===== src/rtl/xif_coproc_dispatcher.sv =====
// rtl/xif_coproc_dispatcher.sv - CORE-V-XIF issue/commit/result dispatcher for NUM_CP coprocessors
// Optional protocol checker enabled by defining XIF_DISPATCH_ERR_CHECK_EN.
module xif_coproc_dispatcher #(
    parameter int NUM_CP     = 2,
    parameter int ID_WIDTH   = 4,
    parameter int DATA_WIDTH = 32
) (
    input  logic                         clk_i,
    input  logic                         rst_i,
    input  logic                         core_issue_valid_i,
    output logic                         core_issue_ready_o,
    input  logic [ID_WIDTH-1:0]          core_issue_id_i,
    output logic                         core_issue_accept_o,
    output logic                         core_issue_writeback_o,
    output logic [NUM_CP-1:0]            cp_issue_valid_o,
    input  logic [NUM_CP-1:0]            cp_issue_ready_i,
    input  logic [NUM_CP-1:0]            cp_issue_accept_i,
    input  logic [NUM_CP-1:0]            cp_issue_writeback_i,
    input  logic                         core_commit_valid_i,
    input  logic [ID_WIDTH-1:0]          core_commit_id_i,
    input  logic                         core_commit_kill_i,
    output logic [NUM_CP-1:0]            cp_commit_valid_o,
    input  logic [NUM_CP-1:0]            cp_result_valid_i,
    output logic [NUM_CP-1:0]            cp_result_ready_o,
    input  logic [NUM_CP*ID_WIDTH-1:0]   cp_result_id_i,
    input  logic [NUM_CP*5-1:0]          cp_result_rd_i,
    input  logic [NUM_CP-1:0]            cp_result_we_i,
    input  logic [NUM_CP*DATA_WIDTH-1:0] cp_result_data_i,
    output logic                         core_result_valid_o,
    input  logic                         core_result_ready_i,
    output logic [ID_WIDTH-1:0]          core_result_id_o,
    output logic [4:0]                   core_result_rd_o,
    output logic                         core_result_we_o,
    output logic [DATA_WIDTH-1:0]        core_result_data_o,
    output logic                         busy_o,
    output logic                         err_o
);

    localparam int DEPTH = 2 ** ID_WIDTH;

    logic [DEPTH-1:0] tbl_valid;
    logic [DEPTH-1:0] tbl_wb;
    logic [DEPTH-1:0] valid_nxt;
    logic [DEPTH-1:0] wb_nxt;

    logic             id_busy;
    logic             issue_go;
    logic             any_accept;
    logic             issue_set;
    logic [1:0]       issue_owner;
    logic             owner_wb;
    logic             commit_clr;

    logic [1:0]       rr;
    logic [3:0]       req4;
    logic [2:0]       cand;
    logic [1:0]       gnt;
    logic             found;
    logic             slice_free;
    logic             res_hs;

    logic [ID_WIDTH-1:0]   sel_id;
    logic [4:0]            sel_rd;
    logic                  sel_we;
    logic [DATA_WIDTH-1:0] sel_data;

    logic                  out_valid;
    logic [ID_WIDTH-1:0]   out_id;
    logic [4:0]            out_rd;
    logic                  out_we;
    logic [DATA_WIDTH-1:0] out_data;

    // Issue: an ID already in flight blocks the whole broadcast.
    assign id_busy    = tbl_valid[core_issue_id_i];
    assign issue_go   = core_issue_valid_i & ~id_busy & (&cp_issue_ready_i);
    assign any_accept = |cp_issue_accept_i;
    assign issue_set  = issue_go & any_accept;

    always_comb begin
        issue_owner = 2'd0;
        owner_wb    = 1'b0;
        for (int k = NUM_CP - 1; k >= 0; k--) begin
            if (cp_issue_accept_i[k]) begin
                issue_owner = 2'(k);
                owner_wb    = cp_issue_writeback_i[k];
            end
        end
    end

    assign cp_issue_valid_o       = {NUM_CP{issue_go}};
    assign core_issue_ready_o     = issue_go;
    assign core_issue_accept_o    = issue_set;
    assign core_issue_writeback_o = issue_set & owner_wb;

    assign cp_commit_valid_o = {NUM_CP{core_commit_valid_i}};
    assign commit_clr        = core_commit_valid_i & (core_commit_kill_i | ~tbl_wb[core_commit_id_i]);

    // Round-robin search over a zero-padded request vector so the index is always 2 bits.
    assign req4 = 4'(cp_result_valid_i);

    always_comb begin
        gnt   = 2'd0;
        found = 1'b0;
        cand  = 3'd0;
        for (int i = 0; i < NUM_CP; i++) begin
            cand = {1'b0, rr} + 3'(i);
            if (cand >= 3'(NUM_CP)) begin
                cand = cand - 3'(NUM_CP);
            end
            if (!found && req4[cand[1:0]]) begin
                found = 1'b1;
                gnt   = cand[1:0];
            end
        end
    end

    assign slice_free = ~out_valid | core_result_ready_i;
    assign res_hs     = found & slice_free;

    always_comb begin
        cp_result_ready_o = '0;
        sel_id            = '0;
        sel_rd            = '0;
        sel_we            = 1'b0;
        sel_data          = '0;
        for (int k = 0; k < NUM_CP; k++) begin
            if (gnt == 2'(k)) begin
                cp_result_ready_o[k] = res_hs;
                sel_id               = cp_result_id_i[k*ID_WIDTH +: ID_WIDTH];
                sel_rd               = cp_result_rd_i[k*5 +: 5];
                sel_we               = cp_result_we_i[k];
                sel_data             = cp_result_data_i[k*DATA_WIDTH +: DATA_WIDTH];
            end
        end
    end

    // Clears first, set last; distinct IDs make the order irrelevant in legal traffic.
    always_comb begin
        valid_nxt = tbl_valid;
        wb_nxt    = tbl_wb;
        if (commit_clr) begin
            valid_nxt[core_commit_id_i] = 1'b0;
        end
        if (res_hs) begin
            valid_nxt[sel_id] = 1'b0;
        end
        if (issue_set) begin
            valid_nxt[core_issue_id_i] = 1'b1;
            wb_nxt[core_issue_id_i]    = owner_wb;
        end
    end

    always_ff @(posedge clk_i) begin
        if (rst_i) begin
            tbl_valid <= '0;
            tbl_wb    <= '0;
            rr        <= 2'd0;
            out_valid <= 1'b0;
            out_id    <= '0;
            out_rd    <= '0;
            out_we    <= 1'b0;
            out_data  <= '0;
        end else begin
            tbl_valid <= valid_nxt;
            tbl_wb    <= wb_nxt;
            if (res_hs) begin
                out_valid <= 1'b1;
                out_id    <= sel_id;
                out_rd    <= sel_rd;
                out_we    <= sel_we;
                out_data  <= sel_data;
                rr        <= (gnt == 2'(NUM_CP - 1)) ? 2'd0 : gnt + 2'd1;
            end else if (core_result_ready_i) begin
                out_valid <= 1'b0;
            end
        end
    end

    assign core_result_valid_o = out_valid;
    assign core_result_id_o    = out_id;
    assign core_result_rd_o    = out_rd;
    assign core_result_we_o    = out_we;
    assign core_result_data_o  = out_data;
    assign busy_o              = |tbl_valid;

`ifdef XIF_DISPATCH_ERR_CHECK_EN
    // Owner index is only consulted by the checker.
    logic [1:0] tbl_owner [DEPTH];
    logic       err_q;
    logic       multi_accept;
    logic       res_bad;
    logic       commit_bad;

    assign multi_accept = issue_go & ($countones(cp_issue_accept_i) > 1);
    assign res_bad      = res_hs & (~tbl_valid[sel_id] | (tbl_owner[sel_id] != gnt));
    assign commit_bad   = core_commit_valid_i & ~tbl_valid[core_commit_id_i];

    always_ff @(posedge clk_i) begin
        if (rst_i) begin
            for (int i = 0; i < DEPTH; i++) begin
                tbl_owner[i] <= 2'd0;
            end
            err_q <= 1'b0;
        end else begin
            if (issue_set) begin
                tbl_owner[core_issue_id_i] <= issue_owner;
            end
            if (multi_accept | res_bad | commit_bad) begin
                err_q <= 1'b1;
            end
        end
    end

    assign err_o = err_q;
`else
    assign err_o = 1'b0;
`endif

endmodule


===== config.mk =====
export PLATFORM = sky130hd
export DESIGN_NAME = xif_coproc_dispatcher
export DESIGN_NICKNAME = d
export VERILOG_FILES = /design/src/rtl/xif_coproc_dispatcher.sv
export SDC_FILE = /design/constraint.sdc
export NUM_CORES = 1
export LEC_CHECK = 0
export ABC_CLOCK_PERIOD_IN_PS = 6380
export CAP_MARGIN = 10
export CORE_UTILIZATION = 40
export CTS_BUF_LIST = sky130_fd_sc_hd__clkbuf_4
export DETAILED_ROUTE_END_ITERATION = 6
export PLACE_DENSITY = 0.85
export SETUP_SLACK_MARGIN = 0.3
export SYNTH_ARGS = -nofsm -noshare
export SYNTH_HDL_FRONTEND = slang
export SYNTH_SLANG_ARGS = --single-unit

===== constraint.sdc =====
create_clock -name clk_i -period 6.38 [get_ports clk_i]
set_clock_uncertainty 0.2 [all_clocks]
set_input_delay 1.276 -clock clk_i [delete_from_list [all_inputs] [get_ports clk_i]]
set_output_delay 1.276 -clock clk_i [all_outputs]
set_load 0.02 [all_outputs]

### After elaboration in Yosys (flattened, before gate mapping)

Index checks and enable logic that the tools add are counted.

* order comparisons: 10
* bitwise gates (word level): 16
* equal/unequal tests: 1
* div/mod/pow operators: 0
* multiplexer cells: 39
* reduce and logical (&&, ||, !) cells: 10
* multipliers: 0
* add/subtract/negate cells: 4
* shifts and indexed selects: 0

Operator list (count)
* 32-bit 2-to-1 mux: 2
* 16-bit 2-to-1 mux: 3
* 16-bit AND: 2
* 16-bit NOT: 2
* 1-bit 2-to-1 mux: 17
* 16-bit bitwise mux: 1
* 16-bit OR: 1
* 16-bit OR reduction: 1
* 4-bit by 5-bit < comparator with 1-bit output, second input constant: 3
* 1-bit demux with 4-bit select: 3
* 4-bit by 1-bit >= comparator with 1-bit output, second input constant: 3
* 2-bit 2-to-1 mux: 5
* 5-bit 2-to-1 mux: 2
* 1-bit binary-select mux with 4-bit select: 2
* 4-bit 2-to-1 mux: 2
* 1-bit AND: 6
* 2-bit by 3-bit < comparator with 1-bit output, second input constant: 2
* 1-bit binary-select mux with 2-bit select: 2
* 1-bit logical AND: 4
* 2-bit subtractor, second input constant: 2
* 2-bit by 1-bit adder with 3-bit output, second input constant: 1
* 3-bit by 2-bit >= comparator with 1-bit output, second input constant: 1
* 1-bit NOT: 3
* 2-bit by 1-bit adder with 2-bit output, second input constant: 1
* other kinds (8): 9

* latch bits: 0
* bits in registers: 77
* output and inout port bits: 54
* word-level logic and storage cells: 88
* RAM bits: 0
* memories: 0
* input bits: 106
* bits in read-only memories: 0

### Depth between registers and ports, before layout

Gate-level depths: netlist (run 1).

* depth after elaboration: 20
* mapped depth: 8
* mapped depth without buffers: 5

### Worst setup path after synthesis (run 1)

Ideal clock, no wire load.

* path type: input to output
* from: in core_issue_id_i[1]
* to: out cp_issue_valid_o[0]
* slack: 1988 ps
* stages: 7
* arrival: 2916 ps
* path through: buf_6 > mux2_2 > mux4_2 > nand2_1 > o21ai_1 > nor2_1 > buf_4

* longest elaborated chain between the ends: 5

RTL lines
* from (decl): RTL line 12 `input logic [ID_WIDTH-1:0] core_issue_id_i,`
* 1-bit binary-select mux with 4-bit select: RTL line 74 `assign id_busy = tbl_valid[core_issue_id_i];`
* 1-bit 2-to-1 mux (not written as such): RTL line 74
* 1-bit NOT: RTL line 75 `assign issue_go = core_issue_valid_i & ~id_busy & (&cp_issue_ready_i);`
* 1-bit AND (2 in series): RTL line 75
* to (decl): RTL line 15 `output logic [NUM_CP-1:0] cp_issue_valid_o,`

Every way passes these cells. The select of a mux whose other input is x is not followed.

### Final worst setup path (run 1)

* from: in core_issue_id_i[1]
* to: out core_issue_writeback_o

* longest elaborated chain between the ends: 7

RTL lines
* 1-bit binary-select mux with 4-bit select: RTL line 74
* 1-bit 2-to-1 mux (not written as such): RTL line 74
* 1-bit NOT: RTL line 75
* 1-bit AND (2 in series): RTL line 75
* 1-bit AND: RTL line 77 `assign issue_set = issue_go & any_accept;`
* 1-bit AND: RTL line 93 `assign core_issue_writeback_o = issue_set & owner_wb;`
* to (decl): RTL line 14 `output logic core_issue_writeback_o,`

Every way passes these cells. The select of a mux whose other input is x is not followed.

==> run metrics, run 1 <==
Setup crit end kind output pin; WL/cell 18.3 µm; Post-Syn Nets 522; Antenna diodes 0; CP most frequent cell clkdlybuf4s50_1; clk_lat worst skew 0.43 ns; post-synthesis register bit count 77; Fillers 783; nets 661; Die ar. 9810 µm²; clk slew on worst S/H paths 0.13 ns; Die Ht 99.1 µm; status completed; Initial DRT Pass Iterations 6; post-CTS resize count 0; area leader, netlist dfxtp_1; DRC viols 0; syn avg cell area 9.06 µm²; ys async rst share 0%; RePlAce Congestion 0.908; Critical Path RT 4.90 ns; Hold Fails Final Rpt 0; grt ovf 0; slowest stage cell, crit path clkdlybuf4s50_1; Worst Path Max Fanout 11; first-pass GRT wire length 19,700 µm; Max stage delay on crit path 0.77 ns; Fin Hold WS 0.295 ns; Post-Syn Area 3770 µm²; Post-synth top flop dfxtp_1; CTS tree yes; mean number of vias per cell 5.93; PortBufs 158; H-tree depth 3; worst setup path class input pin to output pin; Post-CTS Setup Bufs 0; post-route ant nets 0; leakage 0.00207 µW; RSZ-0062 raised after global routing no; via count 3,971; most frequent cells in the layout clkdlybuf4s50_1 (157), dfxtp_1 (77), nor2_1 (62); Clock Sinks 77; yosys warns 0; crit share post-route 85.2%; post-route minimum period 5.44 ns; CTS root buf clkbuf_4; initial antenna violation count 0; DR iter-0 viols 227; Synth top area share 40.9%; crit path cell chain clkdlybuf4s50_1, mux2_2, mux4_2, nand2_1, o21ai_1, nor3_1, clkdlybuf4s50_1; most common cell after layout, fill and taps aside clkdlybuf4s50_1; Layout area overhead 45.7%; dpl hpwl 9000 µm; Post-Route Setup TNS 0 ns; startpoint types input pin; register area share after synthesis 40.9%; Max Freq 0.184 GHz; relative slew slack 55.3%; core box area 9200 µm²; worst min-delay path category flop to flop; Initial Utilization 41.0%; largest net degree at the start of global routing 63; final slew viol count 0; I/O pins 160; max cap viols 0; Total GRT Usage 25.5%; pwr dens 200 nW/µm²; synth top area cells dfxtp_1 (41%), a222oi_1 (10%), mux2i_1 (7.2%); Unique masters post-synth 48; hold_buf cts 0; Final setup violation count 0; Worst VDD drop 0.000117 V; Routed Wire Length 12,200 µm; EDFF count, synth 0; TritonCTS Buffers 9; r2r setup slk 4.28 ns; Die X 99.1 µm; Clock Path Buffers 2; vias in the first global route 4,055; share of cells above drive strength 1 7.51%; Cells after Synth 416; Worst EP arrival 3.96 ns; num rows 35; Slew @ Worst Pin 0.670 ns
[final timing paths]
check | to | depth (start not counted) | from
setup reg to reg | core_result_data_o[0] | 6 | rr[0]
hold reg to reg | rr[1] | 1 | rr[1]
setup / recovery | core_issue_writeback_o | 7 | core_issue_id_i[1]
hold / removal | rr[1] | 1 | rr[1]
[power by group]
| group | switching (µW) | total (µW) | internal, µW |
|---|---|---|---|
| clock | 179 | 297 | 117 |
| sequential | 13.6 | 519 | 505 |
| combinational | 138 | 280 | 142 |
| total | 331 | 1100 | 764 |
[logic make-up (layout without fill, tap and decap cells)]
kind of cell | count (synthesis) | after routing | synth area share (%)
mux | 35 | 35 | 10.2
buf+inv | 41 | 184 | 5.18
flops | 77 | 77 | 40.9
compound gates | 117 | 117 | 24.4
simple gates | 145 | 145 | 19.2
other cells | 1 | 1 | 0.0995
[stage by stage]
stage	cells	setup WS, ns	area [µm²]	total power (µW)	utilization [%]
2_1_floorplan	416	1.99	3770	660	-
3_3_place_gp	655	1.07	5360	801	58.3
3_5_place_dp	655	0.981	5360	808	58.3
4_1_cts	670	0.981	5490	1100	59.7
5_1_grt	670	0.806	5490	1150	59.7
6_report	670	0.944	5490	1100	59.7
[Yosys cell counts (6+ instances only)]
| library cell | count |
|---|---|
| nand2_1 | 16 |
| buf_2 | 6 |
| mux2_2 | 6 |
| a222oi_1 | 38 |
| dfxtp_1 | 77 |
| mux2i_1 | 27 |
| clkbuf_1 | 22 |
| nor3b_1 | 8 |
| nor3_1 | 12 |
| a21oi_1 | 10 |
| nor2_1 | 63 |
| nand3b_1 | 6 |
| o311ai_0 | 6 |
| o21ai_0 | 16 |
| nor2b_1 | 8 |
| a211oi_1 | 7 |
[flip-flops by register name, indices dropped and copies added, names as in the netlist]
signal	flops
core_result_rd_o	5
core_result_valid_o	1
tbl_valid	16
core_result_we_o	1
core_result_data_o	32
tbl_wb	16
rr	2
core_result_id_o	4
[final cells by class]
type                    instances  area [µm²]  area share [%]
inverters                       5        18.8           0.342
clock inverters                 6        65.1            1.19
repair buffers                164        1620            29.5
multi-input cells             298        2040            37.1
flip-flops and latches         77        1540            28.1
clock buffers                   9        67.6            1.23
well taps                     111         139            2.53
[worst max-delay path: cells and delay by family]
kind,cells,cell delay [ns]
buffers and inverters,2,1.41
multiplexers,2,0.88
AO/OA/AOI/OAI,1,0.10
AND/OR/NAND/NOR,2,0.29
[routing by layer]
metal	up-vias	routed length [µm]	global-route usage, %
met5	-	0	0
met4	0	265	10.5
met3	18	1040	8.09
met2	177	6110	43.6
met1	1888	4820	29.5
li1	1888	-	-
No activity file was read; power rests on OpenSTA's default activity.
==> inputs of run 2 (changes only) <==
--- a/config.mk
+++ b/config.mk
@@ -7,8 +7,11 @@
 export LEC_CHECK = 0
 export ABC_CLOCK_PERIOD_IN_PS = 6380
 export CAP_MARGIN = 10
+export CORE_MARGIN = 3
 export CORE_UTILIZATION = 40
 export CTS_BUF_LIST = sky130_fd_sc_hd__clkbuf_4
+export CTS_CLUSTER_DIAMETER = 40
+export CTS_CLUSTER_SIZE = 16
 export DETAILED_ROUTE_END_ITERATION = 6
 export PLACE_DENSITY = 0.85
 export SETUP_SLACK_MARGIN = 0.3
==> run metrics, run 2 (synthesized netlist as in run 1, its figures left out) <==
status finished, violations left; violated checks design-rule violations; CP most frequent cell clkdlybuf4s50_1; pre-CTS setup slack 0.725 ns (-0.257 ns); Critical Path Stages 7 (unchanged); most frequent cells in the layout clkdlybuf4s50_1 (157), dfxtp_1 (77), nor2_1 (62); startpoint types input pin; r2r setup slk 4.29 ns (about the same); Max Freq 0.176 GHz (-4.2%); CTS tree yes; multi-input logic area 2040 µm² (unchanged); DRC viols 2 (+2); core box area 8930 µm² (-2.9%); Routed Wire Length 12,500 µm (+2.5%); WL/cell 18.8 µm (+3.1%); mean number of vias per cell 6.02 (+1.5%); Slew @ Worst Pin 0.795 ns (+0.125 ns); clk_lat worst skew 0.43 ns (about the same); Clock Path Buffers 2 (unchanged); vias in the first global route 4,004 (-1.3%); CP startpoint core_issue_id_i[1]; top layer in use met4; leakage 0.00208 µW (+0.69%); PortBufs 158 (unchanged); final worst slack 0.704 ns (-0.240 ns); RePlAce Congestion 0.974 (+7.3%); Setup crit end kind output pin; Max stage delay on crit path 0.99 ns (+0.22 ns); clk slew on worst S/H paths 0.13 ns (about the same); relative slew slack 46.8% (-8.5 points); Worst VDD drop 0.000198 V (+70%); Die X 103 µm (+4.0%); Tot Pwr 1160 µW (+6.3%); HP Start rr[1]; slowest stage cell, crit path clkdlybuf4s50_1; post-route ant nets 0 (unchanged); Layout Utilization 61.8% (+2.1 points); num rows 34 (-2.9%); max cap viols 0 (unchanged); Hold Fails Final Rpt 0 (unchanged); worst setup path class input pin to output pin; Post-CTS Setup Bufs 0 (unchanged); initial antenna violation count 0 (unchanged); Fillers 747 (-4.6%); post-route minimum period 5.68 ns (+0.240 ns); met1 wire length 4770 µm (-1.1%); Clock Sinks 77 (unchanged); dpl hpwl 9300 µm (+3.4%); crit share post-route 89.0% (+3.8 points); Initial DRT Pass Iterations 7 (+1); most common cell after layout, fill and taps aside clkdlybuf4s50_1; first-pass GRT wire length 19,800 µm (+0.35%); number of flip-flops under the largest register name 32 (unchanged); Total GRT Usage 23.9% (-1.6 points); final slew viol count 0 (unchanged); Die ar. 10,600 µm² (+8.2%); via count 4,007 (+0.91%); Critical Path RT 4.90 ns (about the same); RSZ-0062 raised after global routing no; WL met3 1230 µm (+18%); TritonCTS Buffers 9 (unchanged); Reg2Reg Depth 6 (unchanged); Antenna diodes 0 (unchanged); CTS root buf clkbuf_4; crit path cell chain clkdlybuf4s50_1, mux2_2, mux4_2, nand2_1, o21ai_1, nor3_1, clkdlybuf4s50_1; CP delay by family, top buffers and inverters; pwr dens 211 nW/µm² (+5.8%); Layout area overhead 46.4%; H-tree depth 3 (unchanged); post-CTS resize count 0 (unchanged); Reg area 1540 µm² (unchanged); Critical R2R Capture core_result_data_o[1]; I/O pins 160 (unchanged); largest net degree at the start of global routing 63 (unchanged); Initial Utilization 42.2% (+1.2 points); grt ovf 0 (unchanged); worst min-delay path category flop to flop; Final setup violation count 0 (unchanged); Critical R2R Launch rr[0]; Worst EP arrival 4.20 ns (+0.24 ns); Die Ht 103 µm (+4.0%); CP endpoint core_issue_writeback_o; DR iter-0 viols 302 (+33%); hold_buf cts 0 (unchanged); met2 wire len 6190 µm (+1.3%); share of cells above drive strength 1 6.99% (-0.52 points); CP bufs+invs 2 (unchanged); nets 660 (-0.15%); WHS Path Cells 1 (unchanged); Post-Route Setup TNS 0 ns (unchanged); Worst Path Max Fanout 20 (+9)
[run 2: cell count changes in the layout (fill, tap and decap cells not counted), sizes merged]
cell / change
buf: -1
bufinv: +2
clkinv: -1
clkinvlp: -1
[run 2: worst min-delay path by stage]
| stage | to |
|---|---|
| floorplan | tbl_wb[15] |
| global placement | tbl_wb[15] |
| detailed placement | rr[1] |
| CTS | rr[1] |
| global route | rr[1] |
| finish | rr[1] |
[run 2: worst register-to-register path, cell delays in order, from the launching register on]
cell and delay (ns):
dfxtp_1 0.36, a21boi_1 0.28, o21a_1 0.37, and2_1 0.18, buf_4 0.35, a222oi_1 0.17
nor2_1 0.12
[run 2: report_power, final]
| group | internal [µW] | switching, µW |
|---|---|---|
| clock network | 193 | 172 |
| logic | 142 | 139 |
| registers | 505 | 13.7 |
| total | 840 | 324 |
[run 2: area by class of cell]
type / count / area share (%)
Inverter: 5 / 0.340
Clock buffer: 9 / 1.22
Clock inverter: 6 / 1.86
Multi-Input combinational cell: 298 / 36.9
Tap cell: 108 / 2.45
Sequential cell: 77 / 27.9
Timing Repair Buffer: 163 / 29.3
[run 2: through the flow]
step	instance area [µm²]	hold WS (ns)	std cells
final	5520	0.296	666
after global routing	5520	0.315	666
after CTS	5520	0.295	666
after detailed placement	5350	0.267	651
after global placement	5350	0.276	651
after floorplan	3770	0.252	416
[run 2: layer usage]
layer,track usage (%),vias up
li1,-,1890
met1,27.3,1878
met2,40.1,210
met3,8.39,29
met4,10.5,0
met5,0,-
==> inputs of run 3 (changes only) <==
--- a/config.mk
+++ b/config.mk
@@ -7,13 +7,16 @@
 export LEC_CHECK = 0
 export ABC_CLOCK_PERIOD_IN_PS = 6380
 export CAP_MARGIN = 10
+export CELL_PAD_IN_SITES_DETAIL_PLACEMENT = 1
+export CELL_PAD_IN_SITES_GLOBAL_PLACEMENT = 2
 export CORE_MARGIN = 3
-export CORE_UTILIZATION = 40
+export CORE_UTILIZATION = 27
 export CTS_BUF_LIST = sky130_fd_sc_hd__clkbuf_4
 export CTS_CLUSTER_DIAMETER = 40
 export CTS_CLUSTER_SIZE = 16
 export DETAILED_ROUTE_END_ITERATION = 6
-export PLACE_DENSITY = 0.85
+export GPL_TIMING_DRIVEN = 0
+export PLACE_DENSITY = 0.95
 export SETUP_SLACK_MARGIN = 0.3
 export SYNTH_ARGS = -nofsm -noshare
 export SYNTH_HDL_FRONTEND = slang
==> run metrics, run 3 (synthesized netlist as in run 1, its figures left out) <==
leakage 0.00213 µW (+2.2%); Die Ht 124 µm (+20%); status completed; Die X 124 µm (+20%); Die ar. 15,400 µm² (+45%); worst min-delay path category flop to flop; Max Freq 0.186 GHz (+5.5%); PortBufs 155 (-1.9%); DRC viols 0 (-2); H-tree depth 3 (unchanged); Reg2Reg Depth 6 (unchanged); number of flip-flops under the largest register name 32 (unchanged); num rows 42 (+24%); final slew viol count 0 (unchanged); initial antenna violation count 0 (unchanged); r2r setup slk 4.16 ns (-0.13 ns); TritonCTS Buffers 9 (unchanged); HP Start tbl_wb[13]; Routed Wire Length 14,700 µm (+17%); Critical R2R Launch rr[0]; post-route ant nets 0 (unchanged); mean number of vias per cell 5.48 (-9.0%); Worst EP arrival 3.90 ns (-0.30 ns); Antenna diodes 0 (unchanged); Post-CTS Setup Bufs 0 (unchanged); most common cell after layout, fill and taps aside clkdlybuf4s50_1; dpl hpwl 11,600 µm (+24%); core box area 13,500 µm² (+51%); grt ovf 0 (unchanged); largest net degree at the start of global routing 13 (-79%); Worst VDD drop 0.000126 V (-36%); Setup crit end kind output pin; max cap viols 0 (unchanged); CTS root buf clkbuf_4; hold_buf cts 0 (unchanged); post-CTS resize count 0 (unchanged); nets 688 (+4.2%); Critical Path RT 4.90 ns (about the same); Layout area overhead 51.1%; crit path cell chain clkdlybuf4s50_1, buf_6, mux2_2, mux4_2, nand2_1, o21ai_1, nor2_1, buf_4, clkdlybuf4s50_1; Max stage delay on crit path 0.59 ns (-0.40 ns); slowest stage cell, crit path clkdlybuf4s50_1; WHS Path Cells 2 (+1); worst setup path class input pin to output pin; Clock Sinks 77 (unchanged); placed insts 747 (+15%); most frequent cells in the layout clkdlybuf4s50_1 (155), dfxtp_1 (77), nor2_1 (63); hold endpoint tbl_wb[13]; Final setup violation count 0 (unchanged); crit share post-route 84.3% (-4.6 points); share of cells above drive strength 1 7.67% (+0.68 points); vias in the first global route 4,446 (+11%); DR iter-0 viols 240 (-21%); WL/cell 19.3 µm (+2.5%); startpoint types input pin; Slew @ Worst Pin 0.722 ns (-0.0730 ns); RSZ-0062 raised after global routing no; Critical R2R Capture core_result_rd_o[1]; Total GRT Usage 19.1% (-4.8 points); post-route minimum period 5.38 ns (-0.296 ns); CTS tree yes; relative slew slack 51.8% (+5.0 points); Post-Route Setup TNS 0 ns (unchanged); Fin Hold WS 0.305 ns (+0.00903 ns); Worst Path Max Fanout 10 (-50%); clk_lat worst skew 0.43 ns (about the same); clk slew on worst S/H paths 0.12 ns (about the same); Initial DRT Pass Iterations 5 (-2); CP most frequent cell clkdlybuf4s50_1; first-pass GRT wire length 22,900 µm (+16%); RePlAce Congestion 0.939 (-3.6%); via count 4,178 (+4.3%); I/O pins 160 (unchanged); Initial Utilization 28.0% (-14 points); Layout Utilization 42.3% (-19 points); Clock Path Buffers 2 (unchanged); Hold Fails Final Rpt 0 (unchanged); Layout Cells excl Fill 763 (+15%); pwr dens 202 nW/µm² (-4.1%)
## run 3: stage by stage
step / cell area (µm²) / total power, µW / setup WS [ns]
final: 5690 / 1150 / 1.00
after global routing: 5690 / 1210 / 0.833
after CTS: 5690 / 1160 / 0.989
after detailed placement: 5540 / 823 / 1.00
after global placement: 5540 / 814 / 1.02
after floorplan: 3770 / 660 / 1.99
## run 3: final cells by class
type / instances / area [µm²]
multi-input cells: 298 / 2030
clock buffers: 10 / 75.1
inverters: 5 / 18.8
fillers: 1580 / 7760
repair buffers: 155 / 1550
well taps: 176 / 220
flip-flops and latches: 77 / 1540
clock inverters: 6 / 77.6
plain buffers: 36 / 176
## run 3: worst max path at each step
stage                        from                   to  slack (ns)  cells after the start
6_report       core_issue_id_i[1]  cp_issue_valid_o[0]        1.00                      9
5_1_grt        core_issue_id_i[1]  cp_issue_valid_o[0]        0.83                      9
4_1_cts        core_issue_id_i[1]  cp_issue_valid_o[0]        0.99                      9
3_5_place_dp   core_issue_id_i[1]  cp_issue_valid_o[0]        1.00                      9
3_3_place_gp   core_issue_id_i[1]  cp_issue_valid_o[0]        1.02                      9
2_1_floorplan  core_issue_id_i[1]  cp_issue_valid_o[0]        1.99                      7
## run 3: where the power goes
group	switching, µW	internal, µW
Combinational	147	145
Sequential	14.9	505
Clock	180	160
## run 3: worst max-delay path, delay by kind of cell
kind	cells	cell delay (ns)
buffers and inverters	4	1.41
muxes	2	0.84
and+or+nand+nor	2	0.27
AOI/OAI and AO/OA	1	0.10
## run 3: metal layers
metal | up-vias | part of all wire [%] | global-route usage (%)
met5 | - | 0 | 0
met3 | 23 | 9.8 | 7.40
met1 | 2033 | 40 | 21.3
met2 | 181 | 49 | 33.4
li1 | 1941 | - | -
met4 | 0 | 1.7 | 6.09
